[src/rtl/pipe_ctrl_pkg.sv]
// Shared definitions for the pipeline hazard controller: state encoding and register-number width.
package pipe_ctrl_pkg;

    localparam int unsigned RegW = 3;

    typedef enum logic [1:0] {
        StRun     = 2'd0,
        StMemWait = 2'd1,
        StHalt    = 2'd2
    } state_e;

endpackage

[src/rtl/sat_cnt.sv]
// Saturating up-counter with synchronous enable and asynchronous active-low clear.
module sat_cnt #(
    parameter int unsigned Width = 16
) (
    input  logic             clk,
    input  logic             rst_n,
    input  logic             en,
    output logic [Width-1:0] cnt
);

    logic [Width-1:0] cnt_q;

    always_ff @(posedge clk or negedge rst_n) begin
        if (!rst_n) begin
            cnt_q <= '0;
        end else if (en && (cnt_q != '1)) begin
            cnt_q <= cnt_q + Width'(1);
        end
    end

    assign cnt = cnt_q;

endmodule

[src/rtl/pipe_hazard_ctrl.sv]
// Pipeline hazard controller: load-use stalls, branch flushes, memory-wait stalls with timeout,
// exception halt, and a saturating stall-cycle counter.
module pipe_hazard_ctrl
    import pipe_ctrl_pkg::*;
#(
    parameter int unsigned MEM_TIMEOUT = 15,
    parameter int unsigned CNT_W       = 16
) (
    input  logic             clk,
    input  logic             rst,
    input  logic [RegW-1:0]  id_rs,
    input  logic [RegW-1:0]  id_rt,
    input  logic             id_rs_used,
    input  logic             id_rt_used,
    input  logic [RegW-1:0]  ex_rd,
    input  logic             ex_reg_write,
    input  logic             ex_mem_read,
    input  logic             mem_en,
    input  logic             mem_busy,
    input  logic             br_taken,
    input  logic             excp,
    output logic             pc_stall,
    output logic             ifid_stall,
    output logic             idex_stall,
    output logic             exmem_stall,
    output logic             ifid_flush,
    output logic             idex_flush,
    output logic             memwb_flush,
    output logic             halted,
    output logic             timeout_err,
    output logic [CNT_W-1:0] stall_cnt
);

    localparam int unsigned WaitW = $clog2(MEM_TIMEOUT + 1);

    state_e           state_q, state_d;
    logic [WaitW-1:0] wait_q, wait_d;
    logic             timeout_q, timeout_d;
    logic             load_use;
    logic             wait_at_limit;

    assign load_use = ex_mem_read & ex_reg_write &
                      ((id_rs_used & (id_rs == ex_rd)) | (id_rt_used & (id_rt == ex_rd)));
    assign wait_at_limit = (wait_q == WaitW'(MEM_TIMEOUT));

    always_ff @(posedge clk or negedge rst) begin
        if (!rst) begin
            state_q   <= StRun;
            wait_q    <= '0;
            timeout_q <= 1'b0;
        end else begin
            state_q   <= state_d;
            wait_q    <= wait_d;
            timeout_q <= timeout_d;
        end
    end

    always_comb begin
        state_d   = state_q;
        wait_d    = wait_q;
        timeout_d = timeout_q;
        case (state_q)
            StRun: begin
                if (excp) begin
                    state_d = StHalt;
                end else if (mem_en && mem_busy) begin
                    state_d = StMemWait;
                    wait_d  = WaitW'(1);
                end
            end
            StMemWait: begin
                if (excp) begin
                    state_d = StHalt;
                end else if (mem_busy) begin
                    if (wait_at_limit) begin
                        state_d   = StHalt;
                        timeout_d = 1'b1;
                    end else begin
                        wait_d = wait_q + WaitW'(1);
                    end
                end else begin
                    state_d = StRun;
                end
            end
            StHalt:  state_d = StHalt;
            default: state_d = StRun;
        endcase
    end

    // Outputs are held low while reset is asserted, independent of the inputs.
    always_comb begin
        pc_stall    = 1'b0;
        ifid_stall  = 1'b0;
        idex_stall  = 1'b0;
        exmem_stall = 1'b0;
        ifid_flush  = 1'b0;
        idex_flush  = 1'b0;
        memwb_flush = 1'b0;
        if (rst) begin
            case (state_q)
                StRun: begin
                    if (excp) begin
                        exmem_stall = 1'b1;
                        memwb_flush = 1'b1;
                        ifid_flush  = 1'b1;
                        idex_flush  = 1'b1;
                    end else if (mem_en && mem_busy) begin
                        pc_stall    = 1'b1;
                        ifid_stall  = 1'b1;
                        idex_stall  = 1'b1;
                        exmem_stall = 1'b1;
                        memwb_flush = 1'b1;
                    end else if (br_taken) begin
                        ifid_flush = 1'b1;
                        idex_flush = 1'b1;
                    end else if (load_use) begin
                        pc_stall   = 1'b1;
                        ifid_stall = 1'b1;
                        idex_flush = 1'b1;
                    end
                end
                StMemWait: begin
                    if (excp) begin
                        exmem_stall = 1'b1;
                        memwb_flush = 1'b1;
                        ifid_flush  = 1'b1;
                        idex_flush  = 1'b1;
                    end else if (mem_busy) begin
                        pc_stall    = 1'b1;
                        ifid_stall  = 1'b1;
                        idex_stall  = 1'b1;
                        exmem_stall = 1'b1;
                        memwb_flush = 1'b1;
                    end
                end
                StHalt: begin
                    pc_stall    = 1'b1;
                    ifid_stall  = 1'b1;
                    idex_stall  = 1'b1;
                    exmem_stall = 1'b1;
                end
                default: ;
            endcase
        end
    end

    assign halted      = (state_q == StHalt);
    assign timeout_err = timeout_q;

    sat_cnt #(
        .Width (CNT_W)
    ) u_stall_cnt (
        .clk   (clk),
        .rst_n (rst),
        .en    (pc_stall),
        .cnt   (stall_cnt)
    );

endmodule

[config.mk]
export PLATFORM = sky130hd
export DESIGN_NAME = pipe_hazard_ctrl
export DESIGN_NICKNAME = d
export VERILOG_FILES = /design/src/rtl/pipe_ctrl_pkg.sv /design/src/rtl/sat_cnt.sv /design/src/rtl/pipe_hazard_ctrl.sv
export SDC_FILE = /design/constraint.sdc
export NUM_CORES = 1
export LEC_CHECK = 0
export ABC_AREA = 1
export CELL_PAD_IN_SITES_DETAIL_PLACEMENT = 1
export CELL_PAD_IN_SITES_GLOBAL_PLACEMENT = 1
export CORE_MARGIN = 2
export CORE_UTILIZATION = 35
export CTS_BUF_LIST = sky130_fd_sc_hd__clkbuf_8
export CTS_CLUSTER_DIAMETER = 120
export CTS_CLUSTER_SIZE = 8
export DETAILED_ROUTE_END_ITERATION = 8
export DONT_BUFFER_PORTS = 1
export HOLD_SLACK_MARGIN = 0.15
export PLACE_DENSITY_LB_ADDON = 0.05
export SYNTH_ARGS = -nofsm -noshare
export SYNTH_HDL_FRONTEND = slang
export SYNTH_SLANG_ARGS = --single-unit
[constraint.sdc]
create_clock -name clk -period 2.1 [get_ports clk]
set_clock_uncertainty 0.15 [all_clocks]
set_input_delay 0.42 -clock clk [delete_from_list [all_inputs] [get_ports clk]]
set_output_delay 0.42 -clock clk [all_outputs]
set_load 0.01 [all_outputs]
==> impl_metrics.csv <==
group,metric,value,unit
logic_synthesis,yosysMostFrequentCell,"nand2_1",
drt,routedWlPerCell,15.27,um
floorplan,rows,24,
drt,drt-pass1-iter-count,4,
timing,finalSetupViolCount,0,
timing,slew_viol_final,0,
logic_synthesis,synth_ff_type,"dfrtp_1",
placed_design,numPortBuffers,0,
setup_path,r2r-end,"u_stall_cnt.cnt[5]",
logic_synthesis,synth-seq-cells,23,
floorplan,initial_core_util,36.76,%
cts,path_clk_slew,90,ps
floorplan,dieHeight,71.86,um
setup_path,cp_common_cell,"nand2_4",
cts,ctsHtreeMaxLevel,1,
timing,finalHoldViolations,0,
layout,regArea,576.8,um^2
setup_path,cp-end-kind,"output pin",
cts,cts_max_path_buffers,2,
global_routing,grt_pass1_wl,8190,um
placed_design,place_ws,187.4,ps
drt,drt_iter0_markers,73,
logic_synthesis,yosysSeqAreaShare,35.71,%
timing,fmax,478.7,MHz
global_routing,grt.total_usage,19.88,%
cts,cts_tree,"done",
drt,finalWirelength,4809,um
drt,remaining_drc_errors,0,
setup_path,worst_path_max_delay_cell,"dfrtp_1",
setup_path,r2r_cells,6,
timing,worst_pin_slew,417.9,ps
timing,fin_hold_ws,159.9,ps
floorplan,io_pins,44,
placed_design,gpl.final_weighted_congestion,0.9413,
logic_synthesis,avgSynthCellArea,6.829,um^2
layout,num-nets-final,285,
min_path,hold_end,"timeout_err",
setup_path,reg2reg_from,"u_stall_cnt.cnt[15]",
setup_path,cp_max_fo,5,
placed_design,hpwlAfterDp,3479,um
layout,multi_input_area,927.1,um^2
cts,cts_num_sinks,23,
run_status,status,"finished, final reports clean",
layout,areaGrowthSynthToFinish,20.96,%
setup_path,r2r_setup_slack,270,ps
setup_path,critical_path_class,"flop to output pin",
cts,cts-root-buf,"clkbuf_8",
pwr,cellLeakagePower,1.055,nW
logic_synthesis,synth-async-reset-ratio,100.0,%
timing,finalCritPeriodShare,99.47,%
floorplan,core,0.004384,mm^2
logic_synthesis,synth_nets,257,
global_routing,grt_overflow_total,0,
logic_synthesis,synth_top_cell_by_area,"dfrtp_1",
placed_design,place_inst,304,
logic_synthesis,synth_edf_count,0,
layout,drive_gt1_share,17.49,%
global_routing,first_global_vias,1711,
pwr,power.density,728.6,mW/mm^2
flow_run,drv_cap,0,
floorplan,chipWidth,71.86,um
layout,n_fill_cell,564,
logic_synthesis,yosysTopAreaCellShare,35.71,%
logic_synthesis,netlist_area,0.001612,mm^2
drt,antenna_left,0,
setup_path,critPathLaunchType,"flop",
layout,postLayoutCoreUtil,44.46,%
setup_path,path_cells,"buf_4 -> nor2_1 -> inv_1 -> nand3_1 -> nand2_4 -> nand2_4",
cts,numCtsBuffers,3,
layout,num_antenna_cells,0,
setup_path,arrival,1520,ps
logic_synthesis,synthCells,236,
layout,final_cells,315,
setup_path,slowest_delay,450,ps
min_path,hp-start,"mem_busy",
setup_path,crit_family,"simple AND/OR/NAND/NOR gates",
timing,relSlewSlack,71.93,%
logic_synthesis,yosys-top-cells-count,"nand2_1, inv_1, nand3_1",
global_routing,grt_max_degree,24,
min_path,hold_path_depth,2,
drt,num_vias,1617,
min_path,hold_class,"primary input to flop",
cts,clk_latency,270,ps
logic_synthesis,yosys_warnings,0,
pwr,worst_ir_drop_vdd,0.2923,mV
drt,viasPerCell,5.133,
setup_path,path_buf_inv,2,
floorplan,die_area,0.005163,mm^2
timing,fin_crit,2089,ps
logic_synthesis,synth.area.top_cells,"dfrtp_1, nand2_1, nand3_1, inv_1, xor2_1",
global_routing,antenna_found_initial,0,
logic_synthesis,ys_types,25,
setup_path,critPathRequiredTime,1530,ps
timing,finalWorstSetupSlack,11.05,ps
==> where the power goes <==
group	switching, mW	total [mW]	internal (mW)	leakage (nW)
combinational	0.326	0.517	0.191	0.724
sequential	0.0863	0.614	0.527	0.306
clock	0.156	0.289	0.133	0.0255
==> how the worst max path moves through the flow <==
stage                     cells after the start                 end        from  slack (ps)
after detailed placement                      9  u_stall_cnt.cnt[8]  state_q[0]         190
final                                         6            pc_stall  state_q[0]          10
after global routing                          6            pc_stall  state_q[0]         -30
after global placement                        8  u_stall_cnt.cnt[8]  state_q[1]         270
after CTS                                     5            pc_stall  state_q[1]           2
after floorplan                               7            pc_stall  state_q[0]         160
==> state kept, by name (all words and copies together), names as in the netlist <==
register,flops
u_stall_cnt.cnt,16
wait_q,4
timeout_err,1
state_q,2
==> metal layers <==
metal	share of wire, %	vias up	routed length (um)	global-route usage [%]
met4	2.4	0	115	5.031
met1	42	769	2020	24.12
li1	-	798	-	-
met5	0	-	0	0
met2	51	40	2468	36.32
met3	4.2	10	204	3.376
==> repair_timing <==
item                                    4_1_cts  5_1_grt
hold endpoints to repair                     23        0
resized for setup                             3       10
endpoints found under the setup margin        2        7
setup buffers                                 0        3
gates cloned                                  2        0
pin swaps                                     1        3
hold buffers                                  2        0
==> cell usage in the layout, fill, tap and decap left out, drive strengths merged <==
| cell | n |
|---|---|
| a21oi | 4 |
| a32oi | 1 |
| and3 | 1 |
| buf | 24 |
| clkbuf | 3 |
| clkinv | 1 |
| dfrtp | 23 |
| dlygate4sd3 | 1 |
| ha | 2 |
| inv | 35 |
| nand2 | 83 |
| nand3 | 32 |
| nand4 | 4 |
| nor2 | 19 |
| nor3 | 6 |
| nor3b | 1 |
| o21ai | 9 |
| o21bai | 1 |
| or2 | 1 |
| xnor2 | 3 |
| xor2 | 9 |
==> stage by stage <==
step	total power, mW	cell area, um^2	setup TNS, ps
after floorplan	0.9322	1612	0
after global placement	1.064	1795	0
after detailed placement	1.089	1795	0
after CTS	1.408	1892	0
after global routing	1.535	1949	-78.77
final	1.420	1949	0
==> cell families (layout without fill, tap and decap cells) <==
group                    count (synthesis)  count (layout)  synth area share [%]
adder cells (fa/ha/maj)                  2               2                 1.553
XOR/XNOR                                12              12                 6.522
AND/OR/NAND/NOR                        145             147                 41.07
buffers and inverters                   39              64                 10.09
flip-flops                              23              23                 35.71
AO/OA/AOI/OAI                           15              15                 5.047
==> worst register-to-register path, cell delays in order, from the launching register on <==
cell and delay (ps):
dfrtp_1 450, inv_1 90, nor3_1 380, nand4_4 290, buf_4 240, nand3_1 80
nand2_1 50
==> final cells by class <==
class	count	area share (%)
Clock inverter	1	0.2567
Sequential cell	23	29.59
Inverter	35	6.739
Multi-Input combinational cell	176	47.56
Tap cell	52	3.338
Timing Repair Buffer	25	10.40
Clock buffer	3	2.118
No activity file was read; power rests on OpenSTA's default activity.
